`src/rtl/alu_pkg.sv`:
```
// +----------------------------------------------------------------------+
// | alu_pkg : opcodes, FSM state encoding and width default for alu_iter |
// | rev 1.0                                                              |
// +----------------------------------------------------------------------+
`default_nettype none

package alu_pkg;

  localparam int WIDTH_DEFAULT = 32;

  localparam logic [3:0] OP_ADD   = 4'd0;
  localparam logic [3:0] OP_SUB   = 4'd1;
  localparam logic [3:0] OP_NOTA  = 4'd2;
  localparam logic [3:0] OP_AND   = 4'd3;
  localparam logic [3:0] OP_OR    = 4'd4;
  localparam logic [3:0] OP_XOR   = 4'd5;
  localparam logic [3:0] OP_SLT   = 4'd6;
  localparam logic [3:0] OP_EQU   = 4'd7;
  localparam logic [3:0] OP_SLL   = 4'd8;
  localparam logic [3:0] OP_SLTU  = 4'd9;
  localparam logic [3:0] OP_SRL   = 4'd10;
  localparam logic [3:0] OP_SRA   = 4'd11;
  localparam logic [3:0] OP_MUL   = 4'd12;
  localparam logic [3:0] OP_MULHU = 4'd13;
  localparam logic [3:0] OP_DIVU  = 4'd14;
  localparam logic [3:0] OP_REMU  = 4'd15;

  typedef enum logic [1:0] {
    ST_IDLE = 2'd0,
    ST_EXEC = 2'd1,
    ST_ITER = 2'd2,
    ST_DONE = 2'd3
  } state_t;

  // Opcodes 12-15 share the 2'b11 prefix; 14/15 are the divide pair.
  function automatic logic is_md_op(input logic [3:0] op);
    return op[3] & op[2];
  endfunction

  function automatic logic is_div_op(input logic [3:0] op);
    return op[3] & op[2] & op[1];
  endfunction

endpackage

`default_nettype wire

```
`src/rtl/alu_iter_muldiv.sv`:
```
// +----------------------------------------------------------------------+
// | alu_iter_muldiv : WIDTH-step shift-add multiply / restoring divide   |
// | rev 1.0                                                              |
// +----------------------------------------------------------------------+
`default_nettype none

module alu_iter_muldiv #(
  parameter int WIDTH = 32,
  parameter int CW    = $clog2(WIDTH)
) (
  input  logic             clk,
  input  logic             rst,
  input  logic             start,
  input  logic             is_div,
  input  logic [WIDTH-1:0] a,
  input  logic [WIDTH-1:0] b,
  output logic             done,
  output logic [WIDTH-1:0] prod_lo,
  output logic [WIDTH-1:0] prod_hi,
  output logic [WIDTH-1:0] quot,
  output logic [WIDTH-1:0] rem
);

  logic             busy;
  logic [CW-1:0]    cnt;
  logic             div_mode;
  logic [WIDTH-1:0] hi;
  logic [WIDTH-1:0] lo;
  logic [WIDTH-1:0] opd;

  logic [WIDTH:0]   mul_sum;
  logic [WIDTH+1:0] div_diff;
  logic             div_fits;
  logic [WIDTH-1:0] hi_next;
  logic [WIDTH-1:0] lo_next;
  logic             unused_diff_bit;

  // hi:lo is the running product (multiply) or remainder:quotient (divide).
  assign mul_sum  = {1'b0, hi} + (lo[0] ? {1'b0, opd} : {(WIDTH+1){1'b0}});
  assign div_diff = {1'b0, hi, lo[WIDTH-1]} - {2'b00, opd};
  assign div_fits = ~div_diff[WIDTH+1];
  assign unused_diff_bit = div_diff[WIDTH];

  always_comb begin
    hi_next = mul_sum[WIDTH:1];
    lo_next = {mul_sum[0], lo[WIDTH-1:1]};
    if (div_mode) begin
      hi_next = div_fits ? div_diff[WIDTH-1:0] : {hi[WIDTH-2:0], lo[WIDTH-1]};
      lo_next = {lo[WIDTH-2:0], div_fits};
    end
  end

  // Outputs present the final-step values so the caller can latch them on done.
  assign done    = busy && (cnt == '0);
  assign prod_lo = lo_next;
  assign prod_hi = hi_next;
  assign quot    = lo_next;
  assign rem     = hi_next;

  always_ff @(posedge clk) begin
    if (rst) begin
      busy     <= 1'b0;
      cnt      <= '0;
      div_mode <= 1'b0;
      hi       <= '0;
      lo       <= '0;
      opd      <= '0;
    end else if (start) begin
      busy     <= 1'b1;
      cnt      <= CW'(WIDTH - 1);
      div_mode <= is_div;
      hi       <= '0;
      lo       <= a;
      opd      <= b;
    end else if (busy) begin
      hi <= hi_next;
      lo <= lo_next;
      if (cnt == '0) begin
        busy <= 1'b0;
      end else begin
        cnt <= cnt - 1'b1;
      end
    end
  end

endmodule

`default_nettype wire

```
`src/rtl/alu_iter.sv`:
```
// +----------------------------------------------------------------------+
// | alu_iter : handshaked ALU, single-cycle ops plus iterative mul/div   |
// | rev 1.0                                                              |
// +----------------------------------------------------------------------+
`default_nettype none

module alu_iter
  import alu_pkg::*;
#(
  parameter int WIDTH = WIDTH_DEFAULT,
  parameter int SHW   = $clog2(WIDTH)
) (
  input  logic             clk,
  input  logic             rst,
  input  logic             in_valid,
  output logic             in_ready,
  input  logic [WIDTH-1:0] a_in,
  input  logic [WIDTH-1:0] b_in,
  input  logic [3:0]       op_in,
  output logic             out_valid,
  input  logic             out_ready,
  output logic [WIDTH-1:0] result,
  output logic             zero,
  output logic             cout,
  output logic             overflow,
  output logic             div_by_zero
);

  state_t           state;
  logic [WIDTH-1:0] a_q;
  logic [WIDTH-1:0] b_q;
  logic [3:0]       op_q;

  logic             accept;
  logic             iter_start;

  logic             md_done;
  logic [WIDTH-1:0] md_prod_lo;
  logic [WIDTH-1:0] md_prod_hi;
  logic [WIDTH-1:0] md_quot;
  logic [WIDTH-1:0] md_rem;
  logic [WIDTH-1:0] md_res;

  logic             sub_sel;
  logic [WIDTH-1:0] b_eff;
  logic [WIDTH:0]   sum;
  logic             add_ovf;
  logic             lt_signed;
  logic             lt_unsigned;
  logic             eq;
  logic [SHW-1:0]   shamt;

  logic [WIDTH-1:0] exec_res;
  logic             exec_cout;
  logic             exec_ovf;
  logic             exec_dbz;

  assign in_ready = (state == ST_IDLE) && !rst;
  assign accept   = in_valid && in_ready;

  // Divide by zero bypasses iteration and is resolved in EXEC.
  assign iter_start = accept && is_md_op(op_in) && !(is_div_op(op_in) && (b_in == '0));

  alu_iter_muldiv #(
    .WIDTH (WIDTH)
  ) u_muldiv (
    .clk     (clk),
    .rst     (rst),
    .start   (iter_start),
    .is_div  (op_in[1]),
    .a       (a_in),
    .b       (b_in),
    .done    (md_done),
    .prod_lo (md_prod_lo),
    .prod_hi (md_prod_hi),
    .quot    (md_quot),
    .rem     (md_rem)
  );

  always_comb begin
    case (op_q[1:0])
      2'd0:    md_res = md_prod_lo;
      2'd1:    md_res = md_prod_hi;
      2'd2:    md_res = md_quot;
      default: md_res = md_rem;
    endcase
  end

  // One WIDTH+1 adder; every compare op runs it as a - b.
  assign sub_sel     = (op_q != OP_ADD);
  assign b_eff       = sub_sel ? ~b_q : b_q;
  assign sum         = {1'b0, a_q} + {1'b0, b_eff} + {{WIDTH{1'b0}}, sub_sel};
  assign add_ovf     = (a_q[WIDTH-1] == b_eff[WIDTH-1]) && (sum[WIDTH-1] != a_q[WIDTH-1]);
  assign lt_signed   = sum[WIDTH-1] ^ add_ovf;
  assign lt_unsigned = ~sum[WIDTH];
  assign eq          = (sum[WIDTH-1:0] == '0);
  assign shamt       = b_q[SHW-1:0];

  always_comb begin
    exec_res  = '0;
    exec_cout = 1'b0;
    exec_ovf  = 1'b0;
    exec_dbz  = 1'b0;
    case (op_q)
      OP_ADD, OP_SUB: begin
        exec_res  = sum[WIDTH-1:0];
        exec_cout = sum[WIDTH];
        exec_ovf  = add_ovf;
      end
      OP_NOTA: exec_res = ~a_q;
      OP_AND:  exec_res = a_q & b_q;
      OP_OR:   exec_res = a_q | b_q;
      OP_XOR:  exec_res = a_q ^ b_q;
      OP_SLT:  exec_res = {{(WIDTH-1){1'b0}}, lt_signed};
      OP_EQU:  exec_res = {{(WIDTH-1){1'b0}}, eq};
      OP_SLL:  exec_res = a_q << shamt;
      OP_SLTU: exec_res = {{(WIDTH-1){1'b0}}, lt_unsigned};
      OP_SRL:  exec_res = a_q >> shamt;
      OP_SRA:  exec_res = $signed(a_q) >>> shamt;
      OP_DIVU: begin
        exec_res = '1;
        exec_dbz = 1'b1;
      end
      OP_REMU: begin
        exec_res = a_q;
        exec_dbz = 1'b1;
      end
      default: exec_res = '0;
    endcase
  end

  always_ff @(posedge clk) begin
    if (rst) begin
      state       <= ST_IDLE;
      a_q         <= '0;
      b_q         <= '0;
      op_q        <= '0;
      out_valid   <= 1'b0;
      result      <= '0;
      zero        <= 1'b0;
      cout        <= 1'b0;
      overflow    <= 1'b0;
      div_by_zero <= 1'b0;
    end else begin
      case (state)
        ST_IDLE: begin
          if (accept) begin
            a_q   <= a_in;
            b_q   <= b_in;
            op_q  <= op_in;
            state <= iter_start ? ST_ITER : ST_EXEC;
          end
        end
        ST_EXEC: begin
          result      <= exec_res;
          zero        <= (exec_res == '0);
          cout        <= exec_cout;
          overflow    <= exec_ovf;
          div_by_zero <= exec_dbz;
          out_valid   <= 1'b1;
          state       <= ST_DONE;
        end
        ST_ITER: begin
          if (md_done) begin
            result      <= md_res;
            zero        <= (md_res == '0);
            cout        <= 1'b0;
            overflow    <= 1'b0;
            div_by_zero <= 1'b0;
            out_valid   <= 1'b1;
            state       <= ST_DONE;
          end
        end
        ST_DONE: begin
          if (out_ready) begin
            out_valid <= 1'b0;
            state     <= ST_IDLE;
          end
        end
        default: state <= ST_IDLE;
      endcase
    end
  end

endmodule

`default_nettype wire

```
`config.mk`:
```
export PLATFORM = sky130hd
export DESIGN_NAME = alu_iter
export DESIGN_NICKNAME = d
export VERILOG_FILES = /design/src/rtl/alu_pkg.sv /design/src/rtl/alu_iter_muldiv.sv /design/src/rtl/alu_iter.sv
export SDC_FILE = /design/constraint.sdc
export NUM_CORES = 1
export LEC_CHECK = 0
export ABC_AREA = 1
export CAP_MARGIN = 20
export CORE_AREA = 4 4 243 245
export CTS_BUF_LIST = sky130_fd_sc_hd__clkbuf_16
export DETAILED_ROUTE_END_ITERATION = 8
export DIE_AREA = 0 0 247 249
export PLACE_DENSITY = 0.69
export SLEW_MARGIN = 20
export SYNTH_ARGS = -nofsm -noshare
export SYNTH_HDL_FRONTEND = slang
export SYNTH_SLANG_ARGS = --single-unit
```
`constraint.sdc`:
```
create_clock -name clk -period 3.14 [get_ports clk]
set_clock_uncertainty 0.05 [all_clocks]
set_input_delay 0.628 -clock clk [delete_from_list [all_inputs] [get_ports clk]]
set_output_delay 0.628 -clock clk [all_outputs]
set_load 0.02 [all_outputs]
```
==> summary.md <==
| Metric | Value |
|---|---|
| Pleak | 16.6 nW |
| Fraction of layout instances using a drive strength above 1 | 27.7% |
| Via count | 30100 |
| Max-cap violations | 0 |
| Count of cell types in the netlist | 56 |
| DRT Pass-1 Iters | 8 |
| Mean area per synthesized cell | 5.77 sq um |
| GRT Total Usage | 37.4% |
| RSZ-0062 raised after global routing | yes |
| Post-CTS Hold Buffers | 0 |
| Number of buffers created by CTS | 26 |
| Die X | 247 um |
| Row count | 88 |
| Routed Antenna Nets | 0 |
| Syn_nets | 4154 |
| WL/cell | 22.0 um |
| Net count, final | 4968 |
| Final core occ | 58.3% |
| Setup TNS | -3.58 ns |
| Max frequency | 0.267 GHz |
| RePlAce Congestion | 1.04 |
| Critical Path End Type | flip-flop |
| Critical path launch point | op_q[0]$_SDFFE_PP0P_ |
| Reg2reg start | op_q[0]$_SDFFE_PP0P_ |
| Cells after Synth | 3911 |
| PwrDens | 731 nW/um^2 |
| Port Buffers | 109 |
| CP arrival | 4.18 ns |
| Relative slew slack | 33.2% |
| Top-area cell type share of the netlist area | 19.9% |
| YS warnings | 0 |
| Clk_lat worst skew | 0.57 ns |
| Root buffer cell | clkbuf_16 |
| I/O Pins | 110 |
| Final period utilization | 119% |
| Final worst setup slack | -0.603 ns |
| Final setup viols | 23 |
| Area growth, synth to finish | 47.8% |
| Largest net degree at the start of global routing | 137 |
| Setup CP Type | flip-flop to flip-flop |
| Synth Cell Area | 22500 sq um |
| CP Max Fanout | 14 |
| FILL cells | 5753 |
| Vias in the first global route | 28900 |
| CP required | 3.58 ns |
| Minimum clock period | 3.74 ns |
| Starting Density | 39.5% |
| Vias per cell | 5.47 |
| Final hold violation count | 0 |
| Top post-synthesis cells by area | nand2_1 20%, dfxtp_1 19%, ha_1 9.3% |
| #FFs+latches synth | 210 |
| DIE HEIGHT | 249 um |
| Final-report max-slew violation count | 0 |
| Max H-tree Level | 1 |
| Clock transition at the registers of the reported paths | 0.06 ns |
| Top-count cell post-synth | nand2_1 |
| Drt first-iter violations | 3035 |
| CTS Buffer Depth | 3 |
| TritonCTS clock tree | yes |
| Clock sink total | 210 |
| Worst slew pin tran | 0.999 ns |
| Ys flop type | dfxtp_1 |
| Post-DP HPWL | 98.8 mm |
| Global route total overflow | 0 |
| Hold Startpoint | result[10]$_SDFFE_PP0P_ |
| Failing checks | setup timing |
| Core Region | 57100 sq um |
| Worst vdd ir | 0.516 mV |
| Worst Hold Class | flip-flop to flip-flop |
| Status | finished, violations left |
| Antenna violations before repair | 1 |
| Crit path launch type | flip-flop |
| Fraction of registers with async set/reset | 0% |
| Synth top cells by count | 1196 x nand2_1, 429 x inv_1, 337 x o21ai_0 |
| Final wirelength | 121 mm |
| Post-synth EDFFs | 0 |
| Sequential fraction of the synthesis area | 18.6% |
| First-pass GRT wire length | 175 mm |
| ANT cells | 0 |
| DRC Markers | 0 |
| Die area | 61500 sq um |
| Cell accounting for the most synthesized area | nand2_1 |
[flip-flops by register name (all words and copies together), names as in the netlist, 2 cells and up]
name and flops:
a_q 32, result 32, op_q 4, u_muldiv.hi 32
b_q 32, u_muldiv.cnt 5, state 2, u_muldiv.lo 32
u_muldiv.opd 32
[cell usage in the layout (no fill, tap or decap), types with 16 or more instances in the layout]
| master | n |
|---|---|
| mux2i_1 | 34 |
| a221oi_1 | 16 |
| nor3_1 | 25 |
| clkbuf_16 | 29 |
| nand2_4 | 20 |
| o21ai_1 | 28 |
| a21oi_2 | 55 |
| xor2_1 | 31 |
| buf_4 | 805 |
| nand3_1 | 219 |
| o21a_1 | 18 |
| inv_1 | 417 |
| o21ai_0 | 311 |
| dfxtp_1 | 197 |
| nand3b_1 | 19 |
| buf_12 | 25 |
| nor2_2 | 34 |
| ha_1 | 142 |
| a31oi_1 | 26 |
| nand3_2 | 39 |
| a21oi_1 | 285 |
| clkdlybuf4s50_1 | 108 |
| nand2_1 | 1072 |
| buf_6 | 22 |
| inv_2 | 23 |
| o211ai_1 | 46 |
| nand4_1 | 60 |
| nor2_1 | 280 |
| nand2_2 | 108 |
| ha_4 | 24 |
| nor2_4 | 19 |
[worst max-delay path: stages, from the launching register on]
cell	delay, ns
dfxtp_2	0.33
nor2_4	0.14
nand2_4	0.12
buf_12	0.18
buf_12	0.16
xor2_1	0.15
ha_1	0.39
nand2_2	0.12
nor2_2	0.11
inv_1	0.06
buf_4	0.13
nor2_4	0.17
nand4_1	0.20
nand3_1	0.15
nand2_1	0.07
nand2_2	0.07
nor2_1	0.05
nor2_2	0.14
nand2_1	0.07
nor2_1	0.09
nand2_1	0.06
nor2_1	0.11
nand4_1	0.26
nand3_1	0.17
nand2_1	0.06
inv_1	0.05
[kinds of logic (layout without fill, tap and decap cells)]
| family | count (synthesis) | in the layout | synth area share, % |
|---|---|---|---|
| and+or+nand+nor | 1966 | 1966 | 36.2 |
| AOI/OAI and AO/OA | 870 | 870 | 21.7 |
| buffers and inverters | 618 | 1451 | 10.7 |
| DFF | 210 | 210 | 18.6 |
| adders and majority gates | 171 | 171 | 9.59 |
| xor gates and xnor gates | 42 | 42 | 1.63 |
| muxes | 34 | 34 | 1.51 |
[cell type report]
cell class                      instances  area, sq um  share of cell area, %
Multi-Input combinational cell       3083        17700                   53.1
Timing Repair Buffer                  965         7960                   23.9
Sequential cell                       210         4220                   12.7
Inverter                              439         1650                   4.96
Tap cell                              765          957                   2.87
Clock buffer                           27          676                   2.03
Clock inverter                         20          171                  0.514
[report_power, final]
part	total [W]	switching [W]	internal [W]
combinational	0.0178	0.0105	0.00729
clock	0.00300	0.00127	0.00173
sequential	0.00358	0.000463	0.00311
[what timing repair did]
action                     in CTS  in global routing
pin swaps                      29                106
gates cloned                    0                  2
setup buffers                  17                 28
setup endpoints to repair      35                 40
gates resized for setup       126                353
[layer usage]
| metal | vias to the layer above | part of all wire (%) | GRT usage, % |
|---|---|---|---|
| met5 | - | 0.0099 | 0 |
| met4 | 2 | 8.3 | 24.8 |
| met3 | 330 | 7.0 | 4.54 |
| met2 | 1242 | 46 | 62.0 |
| met1 | 14000 | 38 | 45.1 |
| li1 | 14600 | - | - |
[worst paths after layout]
check / depth (start not counted) / slack (ns) / endpoint
worst max-delay path: 25 / -0.60 / zero$_SDFFE_PP0P_
worst max register to register: 25 / -0.60 / zero$_SDFFE_PP0P_
worst min-delay path: 2 / 0.41 / result[10]$_SDFFE_PP0P_
worst min register to register: 2 / 0.41 / result[10]$_SDFFE_PP0P_
[metrics by stage]
stage	std cells	power [W]	area, sq um	setup WS, ns	hold WS (ns)
floorplan	3911	0.0109	22600	0.0110	0.382
global placement	5419	0.0187	30200	-0.734	0.401
detailed placement	5419	0.0187	30200	-0.745	0.400
CTS	5483	0.0224	31600	-0.499	0.409
global route	5509	0.0256	33300	-0.722	0.424
finish	5509	0.0243	33300	-0.603	0.412
(Power assumes the default switching activity.)
